==> config.mk <==
export PLATFORM = sky130hd
export DESIGN_NAME = regfile_mp
export DESIGN_NICKNAME = d
export VERILOG_FILES = /design/src/rtl/regfile_pkg.sv /design/src/rtl/regfile_read_port.sv /design/src/rtl/regfile_mp.sv
export SDC_FILE = /design/constraint.sdc
export NUM_CORES = 1
export LEC_CHECK = 0
export CAP_MARGIN = 20
export CORE_ASPECT_RATIO = 0.75
export CORE_UTILIZATION = 45
export CTS_BUF_LIST = sky130_fd_sc_hd__clkbuf_8
export DETAILED_ROUTE_END_ITERATION = 16
export GPL_ROUTABILITY_DRIVEN = 0
export PLACE_DENSITY = 0.69
export SETUP_SLACK_MARGIN = 0.05
export SLEW_MARGIN = 20
export SYNTH_ARGS = -nofsm -noshare
export SYNTH_HDL_FRONTEND = slang
export SYNTH_SLANG_ARGS = --single-unit
==> constraint.sdc <==
create_clock -name clk -period 4.6 [get_ports clk]
set_input_delay 0.46 -clock clk [delete_from_list [all_inputs] [get_ports clk]]
set_output_delay 0.46 -clock clk [all_outputs]
set_load 0.03 [all_outputs]
==> src/rtl/regfile_pkg.sv <==
// Shared definitions for the multi-port register file: FSM encoding,
// geometry helpers and the byte-merge used by both write and bypass paths.
package regfile_pkg;

    localparam logic RF_CLEAR = 1'b0;
    localparam logic RF_RUN   = 1'b1;

    function automatic int rf_depth(input int addr_width);
        return 1 << addr_width;
    endfunction

    function automatic int rf_nbytes(input int data_width);
        return data_width / 8;
    endfunction

    function automatic logic [7:0] merge_byte(input logic [7:0] old_byte,
                                              input logic [7:0] new_byte,
                                              input logic       enable);
        return enable ? new_byte : old_byte;
    endfunction

endpackage

==> src/rtl/regfile_read_port.sv <==
// One combinational read port: ready gating, hardwired-zero check and
// optional forwarding of the same-cycle write, merged byte by byte.
module regfile_read_port
    import regfile_pkg::*;
#(
    parameter int DATA_WIDTH = 32,
    parameter int ADDR_WIDTH = 5,
    parameter bit ZERO_REG   = 1'b1,
    parameter bit BYPASS     = 1'b1
) (
    input  logic                    ready,
    input  logic [ADDR_WIDTH-1:0]   raddr,
    input  logic [DATA_WIDTH-1:0]   entry,
    input  logic                    we,
    input  logic [ADDR_WIDTH-1:0]   wa,
    input  logic [DATA_WIDTH-1:0]   wd,
    input  logic [DATA_WIDTH/8-1:0] wbe,
    output logic [DATA_WIDTH-1:0]   rdata
);

    localparam int NBYTES = rf_nbytes(DATA_WIDTH);

    logic [DATA_WIDTH-1:0] merged;

    for (genvar b = 0; b < NBYTES; b++) begin : g_byte
        assign merged[8*b +: 8] = merge_byte(entry[8*b +: 8], wd[8*b +: 8], wbe[b]);
    end

    // Zero register wins over bypass; bypass only once the file is usable.
    always_comb begin
        rdata = entry;
        if (!ready) begin
            rdata = '0;
        end else if (ZERO_REG && raddr == '0) begin
            rdata = '0;
        end else if (BYPASS && we && wa == raddr) begin
            rdata = merged;
        end
    end

endmodule

==> src/rtl/regfile_mp.sv <==
// Parametrised multi-read-port register file with byte-enabled writes and
// a clear sequencer that sweeps every entry after reset or init_req.
module regfile_mp
    import regfile_pkg::*;
#(
    parameter int                    DATA_WIDTH = 32,
    parameter int                    ADDR_WIDTH = 5,
    parameter int                    NREAD      = 2,
    parameter bit                    ZERO_REG   = 1'b1,
    parameter bit                    BYPASS     = 1'b1,
    parameter logic [DATA_WIDTH-1:0] INIT_VALUE = '0
) (
    input  logic                          clk,
    input  logic                          reset,
    input  logic [NREAD*ADDR_WIDTH-1:0]   ra,
    output logic [NREAD*DATA_WIDTH-1:0]   rd,
    input  logic                          we,
    input  logic [ADDR_WIDTH-1:0]         wa,
    input  logic [DATA_WIDTH-1:0]         wd,
    input  logic [DATA_WIDTH/8-1:0]       wbe,
    input  logic                          init_req,
    output logic                          ready,
    output logic                          wr_drop
);

    localparam int DEPTH  = rf_depth(ADDR_WIDTH);
    localparam int NBYTES = rf_nbytes(DATA_WIDTH);

    logic                  state;
    logic [ADDR_WIDTH:0]   cnt;
    logic                  sweep_last;
    logic [DATA_WIDTH-1:0] write_merged;
    logic [DATA_WIDTH-1:0] mem [DEPTH];

    assign sweep_last = (cnt == (ADDR_WIDTH+1)'(DEPTH - 1));
    assign ready      = (state == RF_RUN);

    always_ff @(posedge clk or negedge reset) begin
        if (!reset) begin
            state   <= RF_CLEAR;
            cnt     <= '0;
            wr_drop <= 1'b0;
        end else begin
            case (state)
                RF_CLEAR: begin
                    if (we) begin
                        wr_drop <= 1'b1;
                    end
                    if (sweep_last) begin
                        state <= RF_RUN;
                        cnt   <= '0;
                    end else begin
                        cnt <= cnt + (ADDR_WIDTH+1)'(1);
                    end
                end
                default: begin
                    if (init_req) begin
                        state   <= RF_CLEAR;
                        cnt     <= '0;
                        wr_drop <= 1'b0;
                    end
                end
            endcase
        end
    end

    for (genvar b = 0; b < NBYTES; b++) begin : g_wbyte
        assign write_merged[8*b +: 8] = merge_byte(mem[wa][8*b +: 8], wd[8*b +: 8], wbe[b]);
    end

    // The array has no reset; while reset is held nothing is written so an
    // interrupted write is lost and the following sweep clears the entry.
    always_ff @(posedge clk) begin
        if (reset) begin
            if (state == RF_CLEAR) begin
                mem[cnt[ADDR_WIDTH-1:0]] <= INIT_VALUE;
            end else if (we && !(ZERO_REG && wa == '0)) begin
                mem[wa] <= write_merged;
            end
        end
    end

    for (genvar i = 0; i < NREAD; i++) begin : g_port
        regfile_read_port #(
            .DATA_WIDTH(DATA_WIDTH),
            .ADDR_WIDTH(ADDR_WIDTH),
            .ZERO_REG  (ZERO_REG),
            .BYPASS    (BYPASS)
        ) u_port (
            .ready(ready),
            .raddr(ra[i*ADDR_WIDTH +: ADDR_WIDTH]),
            .entry(mem[ra[i*ADDR_WIDTH +: ADDR_WIDTH]]),
            .we   (we),
            .wa   (wa),
            .wd   (wd),
            .wbe  (wbe),
            .rdata(rd[i*DATA_WIDTH +: DATA_WIDTH])
        );
    end

endmodule

Word level (Yosys, flattened, before mapping)
Memory sizes are Yosys's and may differ from the RTL's.
Cells that the tools add are included.
{"block": "word_totals", "regBits": 8, "ramBits": 1024, "output_inout_bits": 66, "n_memories": 1}
{"block": "op_classes", "n_addsub": 1, "eq_ne": 8, "mux": 37, "n_reduce_logical": 14}
{"memory": "mem", "words": 32, "word_bits": 32, "rd": 2, "rd_ports_with_merged_regs": 0, "wr": 1, "line": "regfile_mp.sv:33", "text": "logic [DATA_WIDTH-1:0] mem [DEPTH];"}
{"cell": "2-to-1 mux 32 bit", "count": 7}
{"cell": "2-to-1 mux 8 bit", "count": 12}
{"cell": "OR reduction 32 bit", "count": 1}
{"cell": "2-to-1 mux 6 bit", "count": 3}
{"cell": "logical NOT 5 bit", "count": 3}
{"cell": "2-to-1 mux 1 bit", "count": 13}
{"cell": "== test 5 bit", "count": 2}
{"cell": "AND reduction 2 bit", "count": 5}
{"cell": "adder 6 x 1 -> 6 bit, second input constant", "count": 1}
{"cell": "== test 6 x 5 -> 1 bit, second input constant", "count": 1}
{"cell": "2-to-1 mux 5 bit", "count": 1}
{"cell": "2-to-1 mux 4 bit", "count": 1}
{"cell": "!= test 1 bit, second input constant", "count": 4}
{"cell": "logical AND 1 bit", "count": 3}
{"cell": "!= test 2 bit, second input constant", "count": 1}
{"cell": "nonzero test 2 bit", "count": 1}
{"cell": "logical NOT 1 bit", "count": 1}

Logic depth before layout (Yosys ltp)
Gate-level depths: netlist of run 1.
{"block": "depth", "word_depth": 10, "depth_mapped": 9, "depth_no_buf": 6}

Cells and area by module
Synthesis of run 1 repeated with hierarchy kept, for this count alone.
{"block": "unflattened", "hier_cells": 3884, "area_unflattened_um2": 51381.8}
{"module": "regfile_mp", "instances": 1, "cells_each": 3630, "area_each_um2": 49835.3}
{"module": "regfile_read_port", "instances": 2, "cells_each": 127, "area_each_um2": 773.2}

Worst setup path after synthesis of run 1
OpenSTA, ideal clock, no wires.
{"block": "synth_path", "path_kind": "reg-to-reg", "start": "reg state, in the netlist ready", "end": "mem mem[27][0], enable pin", "arrival_ns": 2.545, "setup_slack_ns": 1.671, "path_stages_with_launch": 7, "n_path_buf": 1, "synth_period_minus_slack_ns": 2.929, "path_cell_list": "dfrtp_1 > buf_2 > nand3_2 > a211oi_4 > mux2i_1 > nand2_1 > nor3_1"}
{"block": "synth_via", "elab_chain_len": 6, "elab_cells_between_ends": 13, "cone_classes": "8 x mux; 5 x reduce/logical"}
{"item": "from (decl)", "line": "regfile_mp.sv:29", "text": "logic state;"}
{"item": "from (signal assigned)", "line": "regfile_mp.sv:40", "text": "state <= RF_CLEAR;"}
{"item": "from (signal assigned)", "line": "regfile_mp.sv:50", "text": "state <= RF_RUN;"}
{"item": "from (signal assigned)", "line": "regfile_mp.sv:58", "text": "state <= RF_CLEAR;"}
{"item": "2-to-1 mux 1 bit", "line": "regfile_mp.sv:75", "text": "if (state == RF_CLEAR) begin"}
{"item": "2-to-1 mux 1 bit", "line": "regfile_mp.sv:74", "text": "if (reset) begin"}
{"item": "2-to-1 mux 1 bit (implied by the code)", "line": "regfile_mp.sv:78", "text": "mem[wa] <= write_merged;"}
{"item": "AND reduction 2 bit (no source line)"}
{"item": "OR reduction 32 bit (no source line)"}
{"item": "2-to-1 mux 5 bit (no source line) / 2-to-1 mux 4 bit (equally long branches)"}
{"item": "to (decl)", "line": "regfile_mp.sv:33"}
Parallel ways exist; a longest one is shown, timed or not.

Worst setup path after layout of run 1
{"block": "layout_path", "start": "in wa[4]", "end": "out rd[1]"}
{"block": "layout_via", "elab_chain_len": 5}
{"item": "from (decl)", "line": "regfile_mp.sv:18", "text": "input logic [ADDR_WIDTH-1:0] wa,"}
{"item": "== test 5 bit", "line": "regfile_read_port.sv:36", "text": "end else if (BYPASS && we && wa == raddr) begin"}
{"item": "logical AND 1 bit", "line": "regfile_read_port.sv:36"}
{"item": "2-to-1 mux 32 bit", "line": "regfile_read_port.sv:36"}
{"item": "2-to-1 mux 32 bit", "line": "regfile_read_port.sv:34", "text": "end else if (ZERO_REG && raddr == '0) begin"}
{"item": "2-to-1 mux 32 bit", "line": "regfile_read_port.sv:32", "text": "if (!ready) begin"}
{"item": "to (decl)", "line": "regfile_mp.sv:16", "text": "output logic [NREAD*DATA_WIDTH-1:0] rd,"}
No other way between the ends.

==> run_results.csv, run 1 <==
group,metric,value,unit
grt,grt_pass1_wl,215,mm
critical_path,critPathRequiredTime,4.14,ns
power,report.power.total,21.8,mW
finish,post_route_cells_drive_above_1_share,0.292,
route,dr.pass1.iters,6,
grt,grt_start_max_net_pins,73,
critical_path,endpoint_kind,"output port",
route,drc,0,
yosys,synth_nets,2863,
hold_path,hp-class,"in2reg",
finish,ff_latch_area,0.0309,mm2
yosys,synth_edf_count,1024,
floorplan,start_util,0.457,
yosys,ys_types,58,
hold_path,whs_path_depth,2,
clock_network,clockRootBuffer,"clkbuf_8",
route,postRouteAntennaNets,0,
finish,multi_input_area,0.0172,mm2
timing,slew_viol_final,0,
yosys,synth_seq_cells,1032,
timing,timing.fmax,0.255,GHz
power,power_density,388,mW/mm2
timing,worstMarginPinSlew,1.16,ns
route,viasPerCell,6.66,
yosys,synth_warnings,0,
clock_network,htreeDepth,4,
timing,rsz0062_at_grt,"no",
run,maxCapViolations,0,
route,dr_total_vias,30900,
critical_path,setup.worst_path.class,"in2out",
yosys,postSynthCellCount,2807,
route,drt-total-wl,148,mm
finish,fin_nets,3134,
finish,area_delta_synth_final,14.2,%
yosys,netlist_area,0.0493,mm2
place,numPortBuffers,120,
route,drt_iter0_drc,4442,
outcome,outcome,"completed",
critical_path,start_kind,"input port",
clock_network,clkSinkCount,1032,
critical_path,slowest_stage,"nor2_1",
critical_path,critPathMaxFanout,9,
timing,clock_skew,0.0444,ns
clock_network,cts_buffers,163,
power,p_leak,18.4,nW
clock_network,post_cts_buffers,0,
timing,hold_viol,0,
clock_network,clockBufferDepth,3,
critical_path,reg2reg_depth,7,
timing,fin_crit_sh,0.854,
place,place_hpwl,96.4,mm
power,vdd_drop_max,0.251,mV
floorplan,pin_count,121,
yosys,syn_area_per_cell,17.6,um2
grt,track_usage,0.267,
timing,setup_viol,0,
route,avgRoutedWirePerCell,31.9,um
critical_path,crit_path_max_incr_delay,0.83,ns
clock_network,cts_resized,0,
timing,setup_tns,0,ns
yosys,ys_seq_area_frac,0.628,
yosys,async_reset_ff_frac,0.00775,
timing,period_minus_slack,3.93,ns
critical_path,critPathArrivalTime,3.47,ns
timing,maxSlewHeadroom,0.225,
finish,n_fill_cell,8448,
grt,first_global_vias,31500,
floorplan,die_h,289,um
clock_network,cts_tree,"done",
floorplan,rows,104,
grt,antenna_found_initial,3,
critical_path,rrSetupSlack,1.11,ns
floorplan,die_x,384,um
grt,grt_overflow,0,
floorplan,core-area,0.108,mm2
yosys,synth_flop_cell,"edfxtp_1",
critical_path,crit_chain,"clkdlybuf4s50_1 > buf_4 > xor2_1 > nor3_1 > nand3b_1 > nor2_1 > a32o_1 > buf_12",
clock_network,clk_pin_slew,0.06,ns
clock_network,clkLatencyLatePin,0.84,ns
floorplan,die-area,0.111,mm2
==> synth_stat cells, types with 2 or more instances <==
cell type / number / area share
mux2i_1: 314 / 0.064
nand3b_1: 8 / 0.0012
xor2_1: 10 / 0.0018
mux2_2: 9 / 0.0021
a21oi_1: 67 / 0.0068
edfxtp_1: 1024 / 0.62
inv_1: 5 / 0.00038
or3b_2: 3 / 0.00053
dfrtp_1: 8 / 0.0041
a31oi_1: 10 / 0.0013
a22oi_1: 63 / 0.0096
a211oi_1: 62 / 0.0094
nand3_1: 2 / 0.00020
clkbuf_1: 106 / 0.0081
and2_1: 38 / 0.0048
or4_1: 2 / 0.00030
nor3_1: 54 / 0.0055
buf_2: 79 / 0.0080
nor2_1: 102 / 0.0078
buf_1: 9 / 0.00069
a21o_1: 3 / 0.00046
nand2_1: 109 / 0.0083
nor2b_1: 8 / 0.0010
a32o_1: 63 / 0.013
mux4_2: 388 / 0.18
a41oi_2: 2 / 0.00066
o22ai_1: 66 / 0.0084
xnor2_1: 2 / 0.00036
o21ai_0: 49 / 0.0050
o21ai_2: 2 / 0.00036
o221ai_1: 62 / 0.011
nand2b_1: 6 / 0.00076
a21oi_2: 3 / 0.00053
buf_6: 17 / 0.0039
buf_4: 17 / 0.0026
a31oi_2: 2 / 0.00051
o21ai_1: 12 / 0.0012
==> critical path: cells and delay by family <==
| family | cells | cell delay [ns] |
|---|---|---|
| xor+xnor | 1 | 0.17 |
| compound gates | 1 | 0.35 |
| simple gates | 3 | 1.64 |
| buf+inv | 3 | 0.83 |
==> cell type report <==
class,instances,share of cell area
diodes,1,0.0000445
clock buffers,169,0.0413
clock inverters,126,0.0123
inverters,5,0.000333
multi-input cells,1541,0.306
flip-flops and latches,1032,0.550
well taps,1431,0.0318
repair buffers,335,0.0579
==> sequential cells by signal (all words and copies together) (netlist names) <==
name,flops
cnt,6
mem,1024
ready,1
wr_drop,1
==> per-layer routing <==
metal	share of wire	wire length, um	up-vias	global-route usage
met1	0.37	54600	15800	0.363
met5	0.00017	25	-	0
li1	-	-	12500	-
met4	0.040	5920	4	0.103
met2	0.46	68500	2254	0.411
met3	0.13	18900	378	0.0737
==> metrics by stage <==
step                      std cells  setup slack [ns]  instance area, um2  hold WS [ns]  utilization
after detailed placement       4343             0.510               53200         0.480        0.494
after global placement         4341             0.548               53200         0.465        0.493
after CTS                      4639             0.778               56300         0.328        0.522
after global routing           4639             0.676               56300         0.374        0.522
after floorplan                2807              1.67               49300         0.164            -
final                          4640             0.673               56300         0.389        0.522
==> final timing paths <==
| check | start | to |
|---|---|---|
| setup reg to reg | ready$_DFF_PN0_ | mem[28][5]$_DFFE_PP_ |
| min in group asynchronous | reset | cnt[1]$_DFFE_PN0P_ |
| hold / removal | init_req | cnt[1]$_DFFE_PN0P_ |
| hold reg to reg | cnt[5]$_DFFE_PN0P_ | cnt[5]$_DFFE_PN0P_ |
| max in group asynchronous | reset | cnt[4]$_DFFE_PN0P_ |
| setup / recovery | wa[4] | rd[1] |
==> power breakdown <==
group / total, mW / switching, mW / internal, mW
registers: 11.1 / 0.245 / 10.8
clock network: 7.41 / 3.71 / 3.71
logic: 3.37 / 2.13 / 1.24
==> placed cells by master, fill, tap and decap left out, types with 8 or more instances in the layout <==
| cell type | count |
|---|---|
| a211oi_1 | 62 |
| a21oi_1 | 66 |
| a22oi_1 | 63 |
| a31oi_1 | 9 |
| a32o_1 | 63 |
| and2_1 | 34 |
| buf_12 | 49 |
| buf_4 | 228 |
| clkbuf_8 | 171 |
| clkdlybuf4s50_1 | 47 |
| clkinv_1 | 43 |
| clkinv_2 | 32 |
| dfrtp_1 | 8 |
| edfxtp_1 | 1024 |
| inv_1 | 41 |
| mux2_2 | 9 |
| mux2i_1 | 314 |
| mux4_2 | 388 |
| nand2_1 | 109 |
| nand3b_1 | 8 |
| nor2_1 | 100 |
| nor3_1 | 49 |
| o21ai_0 | 49 |
| o21ai_1 | 11 |
| o221ai_1 | 62 |
| o22ai_1 | 66 |
| xor2_1 | 10 |
==> cells by family after synthesis <==
| logic type | share of synthesized area |
|---|---|
| fa+ha+maj | 0.000254 |
| buf+inv | 0.0237 |
| xor+xnor | 0.00213 |
| compound gates | 0.0704 |
| flops | 0.628 |
| mux | 0.243 |
| simple gates | 0.0320 |
==> repair_timing <==
item / in CTS / in global routing
hold endpoints to repair: 8 / 0
hold buffers: 1 / 0
setup endpoints to repair: 0 / 0
Power figures use the tool's default switching activity.
==> run 2, diff against run 1 <==
--- a/config.mk
+++ b/config.mk
@@ -7,6 +7,7 @@
 export LEC_CHECK = 0
 export CAP_MARGIN = 20
 export CORE_ASPECT_RATIO = 0.75
+export CORE_MARGIN = 2
 export CORE_UTILIZATION = 45
 export CTS_BUF_LIST = sky130_fd_sc_hd__clkbuf_8
 export DETAILED_ROUTE_END_ITERATION = 16
==> run_results.csv, run 2 (same netlist as run 1, synthesis figures left out) <==
group,metric,value,unit
outcome,outcome,"completed",
clock_network,clkLatencyLatePin,0.86,ns
critical_path,r2r_start,"ready$_DFF_PN0_",
hold_path,hp-class,"in2reg",
finish,reg_top3,"mem: 1024 flops, cnt: 6 flops",
floorplan,die_x,386,um
critical_path,r2r-end,"mem[24][20]$_DFFE_PP_",
critical_path,critPathRequiredTime,4.14,ns
timing,slew_viol_final,0,
timing,setup_tns,0,ns
critical_path,rrSetupSlack,1.24,ns
grt,track_usage,0.265,
timing,maxSlewHeadroom,0.274,
finish,top_register,"mem",
clock_network,cts_buffers,159,
critical_path,reg2reg_depth,7,
clock_network,ctsHoldBuffers,1,
route,dr_total_vias,31000,
clock_network,post_cts_buffers,0,
route,drt_iter0_drc,4092,
timing,fin_crit_sh,0.889,
critical_path,critPathMaxFanout,10,
clock_network,clk_pin_slew,0.06,ns
floorplan,core-area,0.109,mm2
critical_path,endpoint,"rd[62]",
grt,first_global_vias,31600,
critical_path,setup.worst_path.class,"in2out",
timing,setup_viol,0,
floorplan,die_h,291,um
timing,hold_ws,0.421,ns
clock_network,cts_tree,"done",
power,p_leak,18.3,nW
route,avgRoutedWirePerCell,32.1,um
timing,timing.fmax,0.244,GHz
critical_path,endpoint_kind,"output port",
floorplan,start_util,0.452,
finish,largest_reg_flops,1024,
floorplan,die-area,0.112,mm2
finish,layout_commonest_cell,"edfxtp_1",
grt,grt_overflow,0,
route,dr.pass1.iters,7,
critical_path,critPathArrivalTime,3.63,ns
route,drc,0,
finish,mostFrequentLayoutCells,"edfxtp_1 (1024), mux4_2 (388), mux2i_1 (314)",
timing,clock_skew,0.0283,ns
critical_path,cp-startpoint,"wa[4]",
finish,post_route_cells_drive_above_1_share,0.290,
clock_network,htreeDepth,4,
timing,period_minus_slack,4.09,ns
timing,hold_viol,0,
finish,fin_nets,3125,
grt,antenna_found_initial,8,
critical_path,start_kind,"input port",
run,maxCapViolations,0,
power,power_density,389,mW/mm2
place,place_hpwl,99.0,mm
timing,worstMarginPinSlew,1.08,ns
route,postRouteAntennaNets,0,
route,viasPerCell,6.69,
clock_network,clockRootBuffer,"clkbuf_8",
floorplan,rows,105,
clock_network,cts_resized,0,
route,drt-total-wl,149,mm
finish,n_fill_cell,8686,
timing,rsz0062_at_grt,"no",
clock_network,clockBufferDepth,3,
place,numPortBuffers,120,
clock_network,clkSinkCount,1032,
grt,grt_pass1_wl,216,mm
power,vdd_drop_max,0.310,mV
grt,grt_start_max_net_pins,69,
finish,area_delta_synth_final,14.1,%
floorplan,pin_count,121,
## run 2: cell types whose count changed in the layout (fill, tap and decap cells not counted)
cell,change
and2_1,-5
and2_2,+5
buf_4,-5
bufinv_16,+4
clkbuf_8,-2
clkinv_1,+7
clkinv_2,-9
clkinv_4,-1
clkinvlp_4,-1
diode_2,+1
inv_1,-13
inv_6,-4
nor3_1,+2
nor3_2,-2
## run 2: critical path: stages
cell and delay, ns:
clkdlybuf4s50_1 0.82, xor2_1 0.20, nor3_1 0.09, and2_1 0.20
a21oi_1 0.78, a32o_1 0.37, clkdlybuf4s50_1 0.70
## run 2: cell type report
type / count / area [um2] / share of cell area
multi-input combinational: 1541 / 17200 / 0.307
timing repair buffer: 330 / 3220 / 0.0573
clock inverter: 109 / 693 / 0.0123
tap: 1444 / 1810 / 0.0321
antenna: 2 / 5.00 / 0.0000890
inverter: 5 / 18.8 / 0.000334
sequential: 1032 / 30900 / 0.550
clock buffer: 167 / 2300 / 0.0409
## run 2: power breakdown
part	total [mW]	internal [mW]	switching (mW)
clock	7.45	3.85	3.59
combinational	3.33	1.23	2.10
sequential	11.1	10.8	0.264
total	21.8	15.9	5.96
## run 2: metal layers
layer / GRT usage / vias to the layer above / routed length, um
met2: 0.388 / 2203 / 66800
met5: 0 / - / 78
met4: 0.107 / 12 / 5730
met3: 0.0777 / 388 / 19200
li1: - / 12400 / -
met1: 0.374 / 15900 / 56800
## run 2: per-stage QoR
stage | power, mW | std cells | setup slack [ns] | utilization | area, um2
detailed placement | 14.5 | 4351 | 0.491 | 0.488 | 53200
floorplan | 13.1 | 2807 | 1.67 | - | 49300
CTS | 21.8 | 4628 | 0.552 | 0.516 | 56200
global placement | 14.4 | 4351 | 0.542 | 0.488 | 53200
finish | 21.8 | 4630 | 0.508 | 0.516 | 56200
global route | 22.5 | 4628 | 0.390 | 0.516 | 56200
## run 2: how the worst min path moves through the flow
stage,cells past startpoint,slack (ns),from,to
4_1_cts,2,0.30,init_req,cnt[1]$_DFFE_PN0P_
5_1_grt,2,0.39,init_req,cnt[1]$_DFFE_PN0P_
6_report,2,0.42,init_req,cnt[1]$_DFFE_PN0P_
3_3_place_gp,1,0.46,cnt[5]$_DFFE_PN0P_,cnt[5]$_DFFE_PN0P_
3_5_place_dp,1,0.49,cnt[5]$_DFFE_PN0P_,cnt[5]$_DFFE_PN0P_
2_1_floorplan,0,0.16,reset,cnt[0]$_DFFE_PN0P_
